### config.mk
export PLATFORM = sky130hd
export DESIGN_NAME = sat_phase_ctrl_flat
export DESIGN_NICKNAME = d
export VERILOG_FILES = /design/src/rtl/sat_ctrl_pkg.sv /design/src/rtl/sat_phase_ctrl_if.sv /design/src/rtl/sat_phase_ctrl_lvl_max.sv /design/src/rtl/sat_phase_ctrl.sv /design/src/flat_wrapper.sv
export SDC_FILE = /design/constraint.sdc
export NUM_CORES = 1
export LEC_CHECK = 0
export BUFFER_PORTS_ARGS = -buffer_cell sky130_fd_sc_hd__buf_2
export CORE_MARGIN = 1.5
export CORE_UTILIZATION = 58
export CTS_BUF_LIST = sky130_fd_sc_hd__clkbuf_16
export DETAILED_ROUTE_END_ITERATION = 10
export GPL_ROUTABILITY_DRIVEN = 0
export PLACE_DENSITY = 0.83
export SLEW_MARGIN = 20
export SYNTH_ARGS = -nofsm -noshare
export SYNTH_HDL_FRONTEND = slang
export SYNTH_SLANG_ARGS = --single-unit
### constraint.sdc
create_clock -name clk -period 12.1 [get_ports clk]
set_clock_uncertainty 0.05 [all_clocks]
set_input_delay 0 -clock clk [delete_from_list [all_inputs] [get_ports clk]]
set_output_delay 0 -clock clk [all_outputs]
set_load 0.05 [all_outputs]
### src/rtl/sat_ctrl_pkg.sv
// Shared types for the sat phase controller: FSM states, result codes, analyze length.
package sat_ctrl_pkg;

   typedef enum logic [2:0] {
      S_IDLE, S_IMPLY, S_IMPLY_CHK, S_ANALYZE, S_ANA_CHK, S_BKT, S_DECIDE, S_DONE
   } state_t;

   typedef enum logic [1:0] {
      RES_SAT     = 2'b00,
      RES_UNSAT   = 2'b01,
      RES_BKT_OUT = 2'b10,
      RES_ABORT   = 2'b11
   } result_t;

   // learnt_lit settles in the first cycle, max_lvl in the second
   localparam int ANALYZE_CYC = 2;

endpackage

### src/rtl/sat_phase_ctrl_if.sv
// Bin-manager handshake: start with base level, done pulse with result code.
interface sat_phase_ctrl_if #(
   parameter int WIDTH_LVL = 10
);
   logic                 start_i;
   logic [WIDTH_LVL-1:0] base_lvl_i;
   logic                 done_o;
   logic [1:0]           result_o;

   modport master (output start_i, base_lvl_i, input done_o, result_o);
   modport slave  (input start_i, base_lvl_i, output done_o, result_o);
endinterface

### src/rtl/sat_phase_ctrl_lvl_max.sv
// lvl_max_below: largest slice max_lvl strictly below cur_lvl, 0 when none; balanced max tree.
module lvl_max_below #(
   parameter int NUM_VARS  = 8,
   parameter int WIDTH_LVL = 10
) (
   input  logic [NUM_VARS*WIDTH_LVL-1:0] lvl,
   input  logic [WIDTH_LVL-1:0]          cur_lvl,
   output logic [WIDTH_LVL-1:0]          bkt
);
   localparam int NP = 1 << $clog2(NUM_VARS);

   logic [NUM_VARS-1:0][WIDTH_LVL-1:0] lvls;
   logic [WIDTH_LVL-1:0]               node [1:2*NP-1];

   assign lvls = lvl;

   // masked-out and padding leaves read as 0, which is also the "none below" answer
   for (genvar k = 0; k < NP; k++) begin : g_leaf
      if (k < NUM_VARS) begin : g_live
         assign node[NP+k] = (lvls[k] < cur_lvl) ? lvls[k] : '0;
      end else begin : g_pad
         assign node[NP+k] = '0;
      end
   end

   for (genvar i = 1; i < NP; i++) begin : g_node
      assign node[i] = (node[2*i] > node[2*i+1]) ? node[2*i] : node[2*i+1];
   end

   assign bkt = node[1];
endmodule

### src/rtl/sat_phase_ctrl.sv
// sat_phase_ctrl: sequences one bin's var slices through imply/analyze/backtrack/decide.
// Define SAT_CTRL_STATS_EN to add saturating decide/conflict counters.
module sat_phase_ctrl
   import sat_ctrl_pkg::*;
#(
   parameter int NUM_VARS       = 8,
   parameter int WIDTH_LVL      = 10,
   parameter int IMPLY_MAX_ITER = 16
) (
   input  logic                          clk,
   input  logic                          rst,
   sat_phase_ctrl_if.slave               bm,
   input  logic [NUM_VARS-1:0]           var_free_i,
   input  logic [NUM_VARS-1:0]           find_imply_i,
   input  logic [NUM_VARS-1:0]           find_conflict_i,
   input  logic [NUM_VARS*WIDTH_LVL-1:0] max_lvl_i,
   output logic [NUM_VARS-1:0]           valid_from_decision_o,
   output logic                          apply_imply_o,
   output logic                          apply_analyze_o,
   output logic                          apply_bkt_o,
`ifdef SAT_CTRL_STATS_EN
   output logic [15:0]                   n_decide_o,
   output logic [15:0]                   n_conflict_o,
`endif
   output logic [WIDTH_LVL-1:0]          cur_lvl_o,
   output logic [WIDTH_LVL-1:0]          bkt_lvl_o
);
   localparam int CW = $clog2(NUM_VARS + 1);
   localparam int IW = $clog2(IMPLY_MAX_ITER + 1);
   localparam int AW = (ANALYZE_CYC > 1) ? $clog2(ANALYZE_CYC) : 1;

   state_t               state;
   result_t              result;
   logic                 done;
   logic [IW-1:0]        iter;
   logic [IW-1:0]        iter_inc;
   logic [CW-1:0]        prev_cnt;
   logic [CW-1:0]        imp_cnt;
   logic [AW-1:0]        ana_cnt;
   logic [WIDTH_LVL-1:0] base_lvl;
   logic [WIDTH_LVL-1:0] bkt;
   logic [NUM_VARS-1:0]  free_low;

   assign bm.done_o   = done;
   assign bm.result_o = result;

   lvl_max_below #(.NUM_VARS(NUM_VARS), .WIDTH_LVL(WIDTH_LVL)) u_max (
      .lvl     (max_lvl_i),
      .cur_lvl (cur_lvl_o),
      .bkt     (bkt)
   );

   always_comb begin
      imp_cnt = '0;
      for (int k = 0; k < NUM_VARS; k++) imp_cnt = imp_cnt + CW'(find_imply_i[k]);
   end

   assign iter_inc = iter + IW'(1);
   assign free_low = var_free_i & (~var_free_i + NUM_VARS'(1));

   always_ff @(posedge clk) begin
      if (!rst) begin
         state                 <= S_IDLE;
         valid_from_decision_o <= '0;
         apply_imply_o         <= 1'b0;
         apply_analyze_o       <= 1'b0;
         apply_bkt_o           <= 1'b0;
         cur_lvl_o             <= '0;
         bkt_lvl_o             <= '0;
         base_lvl              <= '0;
         done                  <= 1'b0;
         result                <= RES_SAT;
         iter                  <= '0;
         prev_cnt              <= '0;
         ana_cnt               <= '0;
      end else begin
         valid_from_decision_o <= '0;
         apply_imply_o         <= 1'b0;
         apply_bkt_o           <= 1'b0;
         done                  <= 1'b0;
         case (state)
            S_IDLE: if (bm.start_i) begin
               cur_lvl_o     <= bm.base_lvl_i;
               base_lvl      <= bm.base_lvl_i;
               iter          <= '0;
               prev_cnt      <= '0;
               apply_imply_o <= 1'b1;
               state         <= S_IMPLY;
            end
            S_IMPLY: state <= S_IMPLY_CHK;
            // Strobes are registered, so the decide choice is made here and the
            // DECIDE cycle itself carries the one-hot strobe and the new level.
            S_IMPLY_CHK: begin
               if (|find_conflict_i) begin
                  apply_analyze_o <= 1'b1;
                  ana_cnt         <= '0;
                  state           <= S_ANALYZE;
               end else if (imp_cnt > prev_cnt) begin
                  if (iter_inc == IW'(IMPLY_MAX_ITER)) begin
                     result <= RES_ABORT;
                     done   <= 1'b1;
                     state  <= S_DONE;
                  end else begin
                     iter          <= iter_inc;
                     prev_cnt      <= imp_cnt;
                     apply_imply_o <= 1'b1;
                     state         <= S_IMPLY;
                  end
               end else if (var_free_i == '0) begin
                  result <= RES_SAT;
                  done   <= 1'b1;
                  state  <= S_DONE;
               end else if (&cur_lvl_o) begin
                  result <= RES_ABORT;
                  done   <= 1'b1;
                  state  <= S_DONE;
               end else begin
                  valid_from_decision_o <= free_low;
                  cur_lvl_o             <= cur_lvl_o + WIDTH_LVL'(1);
                  state                 <= S_DECIDE;
               end
            end
            S_ANALYZE: begin
               if (ana_cnt == AW'(ANALYZE_CYC - 1)) state <= S_ANA_CHK;
               else ana_cnt <= ana_cnt + AW'(1);
            end
            S_ANA_CHK: begin
               apply_analyze_o <= 1'b0;
               if (cur_lvl_o == '0) begin
                  result <= RES_UNSAT;
                  done   <= 1'b1;
                  state  <= S_DONE;
               end else if (bkt < base_lvl) begin
                  bkt_lvl_o <= bkt;
                  result    <= RES_BKT_OUT;
                  done      <= 1'b1;
                  state     <= S_DONE;
               end else begin
                  bkt_lvl_o   <= bkt;
                  apply_bkt_o <= 1'b1;
                  state       <= S_BKT;
               end
            end
            S_BKT: begin
               cur_lvl_o     <= bkt_lvl_o;
               iter          <= '0;
               prev_cnt      <= '0;
               apply_imply_o <= 1'b1;
               state         <= S_IMPLY;
            end
            S_DECIDE: begin
               apply_imply_o <= 1'b1;
               state         <= S_IMPLY;
            end
            S_DONE:  state <= S_IDLE;
            default: state <= S_IDLE;
         endcase
      end
   end

`ifdef SAT_CTRL_STATS_EN
   always_ff @(posedge clk) begin
      if (!rst) begin
         n_decide_o   <= '0;
         n_conflict_o <= '0;
      end else if (state == S_IDLE && bm.start_i) begin
         n_decide_o   <= '0;
         n_conflict_o <= '0;
      end else begin
         if (state == S_DECIDE && n_decide_o != 16'hFFFF) n_decide_o <= n_decide_o + 16'd1;
         if (state == S_ANALYZE && ana_cnt == '0 && n_conflict_o != 16'hFFFF)
            n_conflict_o <= n_conflict_o + 16'd1;
      end
   end
`endif

endmodule
### src/flat_wrapper.sv
// flat-port wrapper written by rule: the top's interface ports become plain ports
module sat_phase_ctrl_flat import sat_ctrl_pkg::*;
#(
   parameter int NUM_VARS       = 8,
   parameter int WIDTH_LVL      = 10,
   parameter int IMPLY_MAX_ITER = 16
)
  (clk, rst, var_free_i, find_imply_i, find_conflict_i, max_lvl_i, valid_from_decision_o, apply_imply_o, apply_analyze_o, apply_bkt_o, cur_lvl_o, bkt_lvl_o, bm_start_i, bm_base_lvl_i, bm_done_o, bm_result_o);
  sat_phase_ctrl_if #(.WIDTH_LVL(WIDTH_LVL)) bm_i ();
  input  logic clk;
  input  logic rst;
  input  logic [NUM_VARS-1:0] var_free_i;
  input  logic [NUM_VARS-1:0] find_imply_i;
  input  logic [NUM_VARS-1:0] find_conflict_i;
  input  logic [NUM_VARS*WIDTH_LVL-1:0] max_lvl_i;
  output logic [NUM_VARS-1:0] valid_from_decision_o;
  output logic apply_imply_o;
  output logic apply_analyze_o;
  output logic apply_bkt_o;
  output logic [WIDTH_LVL-1:0] cur_lvl_o;
  output logic [WIDTH_LVL-1:0] bkt_lvl_o;
  input wire logic [$bits(bm_i.start_i)-1:0] bm_start_i;
  input wire logic [$bits(bm_i.base_lvl_i)-1:0] bm_base_lvl_i;
  output wire logic [$bits(bm_i.done_o)-1:0] bm_done_o;
  output wire logic [$bits(bm_i.result_o)-1:0] bm_result_o;
  assign bm_i.start_i = bm_start_i;
  assign bm_i.base_lvl_i = bm_base_lvl_i;
  assign bm_done_o = bm_i.done_o;
  assign bm_result_o = bm_i.result_o;
  sat_phase_ctrl #(.NUM_VARS(NUM_VARS), .WIDTH_LVL(WIDTH_LVL), .IMPLY_MAX_ITER(IMPLY_MAX_ITER)) u_core (.clk(clk), .rst(rst), .bm(bm_i), .var_free_i(var_free_i), .find_imply_i(find_imply_i), .find_conflict_i(find_conflict_i), .max_lvl_i(max_lvl_i), .valid_from_decision_o(valid_from_decision_o), .apply_imply_o(apply_imply_o), .apply_analyze_o(apply_analyze_o), .apply_bkt_o(apply_bkt_o), .cur_lvl_o(cur_lvl_o), .bkt_lvl_o(bkt_lvl_o));
endmodule
**Yosys cells after proc, flatten, opt, wreduce, memory -nomap -nowiden**

Cells that the tools add are included.

- Flip-flop bits (word level): 57
- Bits in latches: 0
- Memory bits (writable): 0
- Bits in read-only memories: 0
- Bits of input ports: 117
- Output and inout port bits: 34
- Memories: 0

- Add/subtract/negate cells: 11
- $mul: 0
- Div/mod/pow operators: 0
- Magnitude comparators: 17
- Equal/unequal tests: 20
- Shift operators: 0
- Mux-type cells: 68
- Bitwise logic cells: 6
- Reductions and logical operators: 19

Operators with widths:

| operator | number |
|---|---|
| 10-bit 2-to-1 mux | 20 |
| 10-bit < comparator | 9 |
| 10-bit > comparator | 7 |
| 10-bit one-hot mux with 3 select lines | 1 |
| 4-bit by 1-bit adder with 4-bit output | 6 |
| 3-bit 2-to-1 mux | 7 |
| 3-bit one-hot mux with 7 select lines | 1 |
| 5-bit 2-to-1 mux | 4 |
| 1-bit 2-to-1 mux | 16 |
| 2-bit 2-to-1 mux | 8 |
| 4-bit 2-to-1 mux | 4 |
| 5-bit one-hot mux with 3 select lines | 1 |
| 13-bit OR reduction | 1 |
| 3-bit == test, second input constant | 4 |
| 2-bit != test, second input constant | 6 |
| 4-bit one-hot mux with 3 select lines | 1 |
| 10-bit by 1-bit adder with 10-bit output, second input constant | 1 |
| 10-bit logical NOT | 1 |
| 10-bit AND reduction | 1 |
| 2-bit AND reduction | 5 |
| 5-bit AND reduction | 2 |
| 8-bit by 1-bit adder with 8-bit output, second input constant | 1 |
| 8-bit bitwise AND | 1 |
| 8-bit logical NOT | 1 |
| other kinds (23) | 32 |

**Logic depth before layout (Yosys ltp)**

- Depth after elaboration: 12
- Depth in mapped cells: 55
- Depth with buffers taken out: 50

**Hierarchy**

A second synthesis with hierarchy kept.

- Cells, all modules: 1109
- Area total of the unflattened synthesis: 8144.1 µm²

By module, submodules not included:

| module | instances | cells each | area each (µm²) |
|---|---|---|---|
| lvl_max_below | 1 | 679 | 4827.1 |
| sat_phase_ctrl | 1 | 430 | 3316.9 |

**Worst setup path after synthesis**

No wires, ideal clock.

- Kind: register to register
- Start point: reg u_core.cur_lvl_o[1]
- End point: reg u_core.result[0], in the netlist u_core.bm.result_o[0]
- Setup time: 0.116 ns
- Data arrival time: 9.926 ns
- Data required time: 11.934 ns
- Setup slack: 2.008 ns
- Stages on the path, launching flop included: 53
- Buffers on the path: 5
- Clock period less this slack: 10.092 ns
- Path through: dfxtp_1 -> inv_1 -> ha_1 -> a21o_1 -> a21o_1 -> a21oi_1 -> o21ai_0 -> a221oi_1 -> clkbuf_1 -> clkbuf_1 -> nand2_1 -> ha_1 -> nor2b_1 -> o21a_1 -> o21a_1 -> o21a_1 -> o21ai_0 -> a31o_2 -> (+17 left out) -> o21a_1 -> o21ai_0 -> a21oi_1 -> o31ai_1 -> mux2_2 -> ha_1 -> a21o_1 -> a21o_1 -> a21o_1 -> a21oi_1 -> nor2b_1 -> o21ai_0 -> nand2b_1 -> a21oi_1 -> nor2b_1 -> a41oi_1 -> o21a_1 -> o211a_1

- Cells in the longest elaborated chain, start to end: 11
- Elaborated cells on any way between the ends: 38
- Classes of those cells: order compare: 16; eq/ne: 2; mux: 17; reduce/logical: 3

Ends and longest elaborated chain:

| element | line | source |
|---|---|---|
| start: declaration | sat_phase_ctrl.sv:25 | `output logic [WIDTH_LVL-1:0] cur_lvl_o,` |
| start signal: assignment | sat_phase_ctrl.sv:83 | `cur_lvl_o <= bm.base_lvl_i;` |
| start signal: assignment | sat_phase_ctrl.sv:119 | `cur_lvl_o <= cur_lvl_o + WIDTH_LVL'(1);` |
| start signal: assignment | sat_phase_ctrl.sv:145 | `cur_lvl_o <= bkt_lvl_o;` |
| 10-bit < comparator | sat_phase_ctrl_lvl_max.sv:20 | `assign node[NP+k] = (lvls[k] < cur_lvl) ? lvls[k] : '0;` |
| 10-bit 2-to-1 mux | sat_phase_ctrl_lvl_max.sv:20 |  |
| 10-bit > comparator | sat_phase_ctrl_lvl_max.sv:27 | `assign node[i] = (node[2*i] > node[2*i+1]) ? node[2*i] : node[2*i+1];` |
| 10-bit 2-to-1 mux | sat_phase_ctrl_lvl_max.sv:27 |  |
| 10-bit > comparator | sat_phase_ctrl_lvl_max.sv:27 |  |
| 10-bit 2-to-1 mux | sat_phase_ctrl_lvl_max.sv:27 |  |
| 10-bit > comparator | sat_phase_ctrl_lvl_max.sv:27 |  |
| 10-bit 2-to-1 mux (*) | sat_phase_ctrl_lvl_max.sv:27 |  |
| named net u_core.bkt[3] | sat_phase_ctrl.sv:41 | `logic [WIDTH_LVL-1:0] bkt;` |
| 10-bit < comparator (*) | sat_phase_ctrl.sv:133 | `end else if (bkt < base_lvl) begin` |
| 3-bit by 1-bit != test with 1-bit output (no line) (*) | n/a |  |
| 5-bit AND reduction (no line) (*) | n/a |  |
| end signal: assignment | sat_phase_ctrl.sv:114 | `result <= RES_ABORT;` |
| end signal: assignment | sat_phase_ctrl.sv:130 | `result <= RES_UNSAT;` |
| end signal: assignment | sat_phase_ctrl.sv:135 | `result <= RES_BKT_OUT;` |
| end: declaration | sat_phase_ctrl.sv:33 | `result_t result;` |

The timed path passes the listed nets; every way through them passes the cells marked *.
A chain may end at the register's enable or synchronous reset.

**Final worst setup path**

- Start point: reg u_core.cur_lvl_o[4]
- End point: reg u_core.result[0], in the netlist u_core.bm.result_o[0]

Same word-level chain as after synthesis.

==> results.py <==
metrics = {
    "cts": {
        "cts-root-buf": "clkbuf_16",
        "cts.path.max_buffers": 2,
        "post-cts-setup-buffers": 0,
        "numCtsBuffers": 9,
        "path_clk_slew_ps": 50,
        "tritoncts": "built",
        "cts_sinks": 57,
        "h-tree-depth": 3,
        "clock_latency_ps": 320,
    },
    "synth": {
        "synthXorXnorAreaFrac": 0.00670,
        "synthCells": 1065,
        "synth_mux_area_frac": 0.0496,
        "async_reset_ff_frac": 0,
        "syn-num-nets": 1343,
        "ys_warn_count": 0,
        "synth-seq-cells": 57,
        "synth-simple-area-share": 0.238,
        "synth-edff-count": 0,
        "synthFlopType": "dfxtp_1",
        "synth_cell_types": 72,
        "synth_top_family_by_area": "adder cells",
        "yosysSeqAreaShare": 0.146,
        "avgSynthCellArea_um2": 7.36,
        "syn_area_um2": 7840,
        "synth_compound_area_frac": 0.234,
        "synthAdderAreaFrac": 0.261,
    },
    "worst_setup_path": {
        "critPathTopFamily": "compound AO/OA/AOI/OAI gates",
        "path_class": "flop to flop",
        "cp_num_buf_inv": 2,
        "cp_data_arrival_time_ps": 10990,
        "slowest_delay_ps": 640,
        "endpoint_kind": "flop",
        "worst_setup_path_start_kind": "flop",
        "cp_max_fo": 17,
        "slowest_stage": "a21oi_1",
        "critPathRequiredTime_ps": 12260,
    },
    "sta": {
        "min_period_ps": 10830,
        "hold_violations": 0,
        "fin_tns_setup_ps": 0,
        "finalCritPeriodShare": 0.895,
        "tightest_slew_ps": 1090,
        "layout_setup_ws_ps": 1270,
        "setup_viol_count_final": 0,
        "finalMaxSlewViolations": 0,
        "fmax_mhz": 92.3,
        "slew-limit-headroom": 0.271,
        "grt_setup_unrepaired": "false",
    },
    "pwr": {
        "power.share.clock": 0.205,
        "max-vdd-ir-drop_mv": 0.108,
        "power_leakage_nw": 4.62,
        "power.density_nw_per_um2": 162,
        "seqPwrFrac": 0.138,
        "p_int_mw": 0.817,
        "net-switching-power_mw": 0.685,
        "switching_share": 0.456,
        "p_comb_frac": 0.657,
    },
    "die": {
        "rows": 42,
        "initial_core_util": 0.594,
        "die_w_um": 119,
        "core_um2": 13200,
        "ios": 151,
        "die_h_um": 119,
        "dieArea_um2": 14200,
    },
    "finish": {
        "final_nets": 1494,
        "syn_to_final_growth_pct": 18.3,
        "drive_gt1_frac": 0.175,
        "num_antenna_cells": 0,
        "n_fill_cell": 1034,
    },
    "grt": {
        "antenna_found_initial": 0,
        "grt_max_degree": 35,
        "grt_pass1_wl_mm": 39.0,
        "grt_overflow": 0,
        "grt_util_all_layers": 0.339,
        "grt_pass1_vias": 8149,
    },
    "detailed_routing": {
        "drt_first_pass_iters": 7,
        "num_vias": 8592,
        "drt_iter0_drc": 1032,
        "postRouteAntennaNets": 0,
        "vias_per_cell": 6.15,
        "routed_wl_mm": 24.2,
        "route.detailed.drc": 0,
        "wl_per_cell_um": 17.3,
    },
    "place": {
        "port_buffers": 150,
        "dpl.hpwl_mm": 18.5,
        "dpl_worst_slack_ps": 1510,
    },
    "status": {
        "status": "completed",
    },
    "flow_run": {
        "maxCapViolations": 0,
    },
    "hold_path": {
        "hp-class": "primary input to flop",
    },
}
## final timing paths
kind | start | end | slack [ps] | depth (start not counted)
max | u_core.cur_lvl_o[4] | u_core.bm.result_o[0] | 1270 | 44
min | rst | u_core.bm.done_o | 50 | 3
max reg2reg | u_core.cur_lvl_o[4] | u_core.bm.result_o[0] | 1270 | 44
min reg2reg | u_core.base_lvl[3] | u_core.base_lvl[3] | 410 | 2
## per-layer routing
layer  GRT usage  up-vias  wire length (um)
met1       0.423     3905             10100
met4       0.148        0              1070
met2       0.569      466             10900
met3      0.0603       91              2180
li1            -     4130                 -
met5           0        -                 0
## tightest hold or removal path: stages
cell	delay, ps
buf_2	230
nand2_1	110
a31oi_1	40
## cells by family after synthesis
family / Yosys count
AND/OR/NAND/NOR: 391
AO/OA/AOI/OAI: 282
adder cells (fa/ha/maj): 161
buffers and inverters: 132
flip-flops: 57
multiplexers: 36
XOR/XNOR: 6
## cell type report
class / count / area, um2 / share of cell area
sequential: 57 / 1140 / 0.123
clock buffer: 9 / 225 / 0.0243
multi-input combinational: 876 / 6190 / 0.667
clock inverter: 7 / 134 / 0.0144
tap: 176 / 220 / 0.0238
inverter: 95 / 357 / 0.0385
timing repair buffer: 177 / 1010 / 0.109
## sequential cells by signal, indices dropped and copies added, names as in the netlist
signal / count
u_core.cur_lvl_o: 10
u_core.base_lvl: 10
u_core.bm.done_o: 1
u_core.bm.result_o: 2
u_core.valid_from_decision_o: 8
u_core.bkt_lvl_o: 10
u_core.apply_analyze_o: 1
u_core.ana_cnt: 1
u_core.prev_cnt: 4
u_core.state: 3
u_core.apply_bkt_o: 1
u_core.apply_imply_o: 1
u_core.iter: 5
## Yosys cell counts (6+ instances only)
| library cell | count | share of area |
|---|---|---|
| nand4_1 | 13 | 0.010 |
| and2_1 | 15 | 0.012 |
| and3_1 | 12 | 0.0096 |
| o22ai_1 | 6 | 0.0048 |
| nor2b_1 | 21 | 0.017 |
| mux2_2 | 19 | 0.027 |
| o21ba_2 | 6 | 0.0077 |
| inv_1 | 94 | 0.045 |
| ha_1 | 157 | 0.25 |
| o21ai_0 | 65 | 0.042 |
| a21o_1 | 28 | 0.027 |
| o21a_1 | 13 | 0.012 |
| o211ai_1 | 13 | 0.012 |
| a21oi_1 | 78 | 0.050 |
| nand2b_1 | 10 | 0.0080 |
| nor3_1 | 22 | 0.014 |
| nand2_1 | 165 | 0.079 |
| nand3_1 | 39 | 0.025 |
| clkbuf_1 | 33 | 0.016 |
| nor4_1 | 8 | 0.0064 |
| nor2_1 | 57 | 0.027 |
| o21ai_1 | 6 | 0.0038 |
| mux2i_1 | 16 | 0.020 |
| a211oi_1 | 8 | 0.0077 |
| dfxtp_1 | 57 | 0.15 |
## power by group through the flow
stage / sequential (mW) / combinational [mW] / clock, mW
4_1_cts: 0.207 / 0.959 / 0.308
3_5_place_dp: 0.210 / 0.942 / 0
3_3_place_gp: 0.210 / 0.924 / 0
2_1_floorplan: 0.219 / 0.707 / 0
5_1_grt: 0.209 / 1.09 / 0.318
6_report: 0.207 / 0.988 / 0.308
## repair_timing
action,4_1_cts,5_1_grt
hold endpoints to repair,18,0
hold buffers,21,0
gates resized for setup,0,0
## layout by cell type, fill, tap and decap left out, drive strengths merged, types with 4 or more instances in the layout
cell and n:
a31oi 5, or3 4, nand2 165, o22ai 6, nor3 22, and2 15
dfxtp 57, fa 4, clkinv 4, a221oi 4, a21oi 80, and3 12
mux2 20, mux2i 16, bufinv 4, ha 157, o211ai 13, o21a 13
dlygate4sd3 21, nand2b 10, a211oi 8, inv 94, clkbuf 9, nand3 39
a21o 28, nand4 13, o21ba 9, and4 5, nor2 57, nor4 8
nor2b 21, o2111ai 5, o21ai 74, buf 156, o31ai 5
## stage by stage
step / cells / hold slack (ps) / util / power (mW) / cell area [um2]
3_5_place_dp: 1360 / 153 / 0.660 / 1.15 / 8700
2_1_floorplan: 1065 / 25.6 / - / 0.926 / 7840
4_1_cts: 1397 / 25.5 / 0.703 / 1.47 / 9270
3_3_place_gp: 1360 / 140 / 0.660 / 1.13 / 8700
6_report: 1397 / 52.9 / 0.703 / 1.50 / 9270
5_1_grt: 1397 / 57.3 / 0.703 / 1.62 / 9270
No activity file was read; power rests on OpenSTA's default activity.
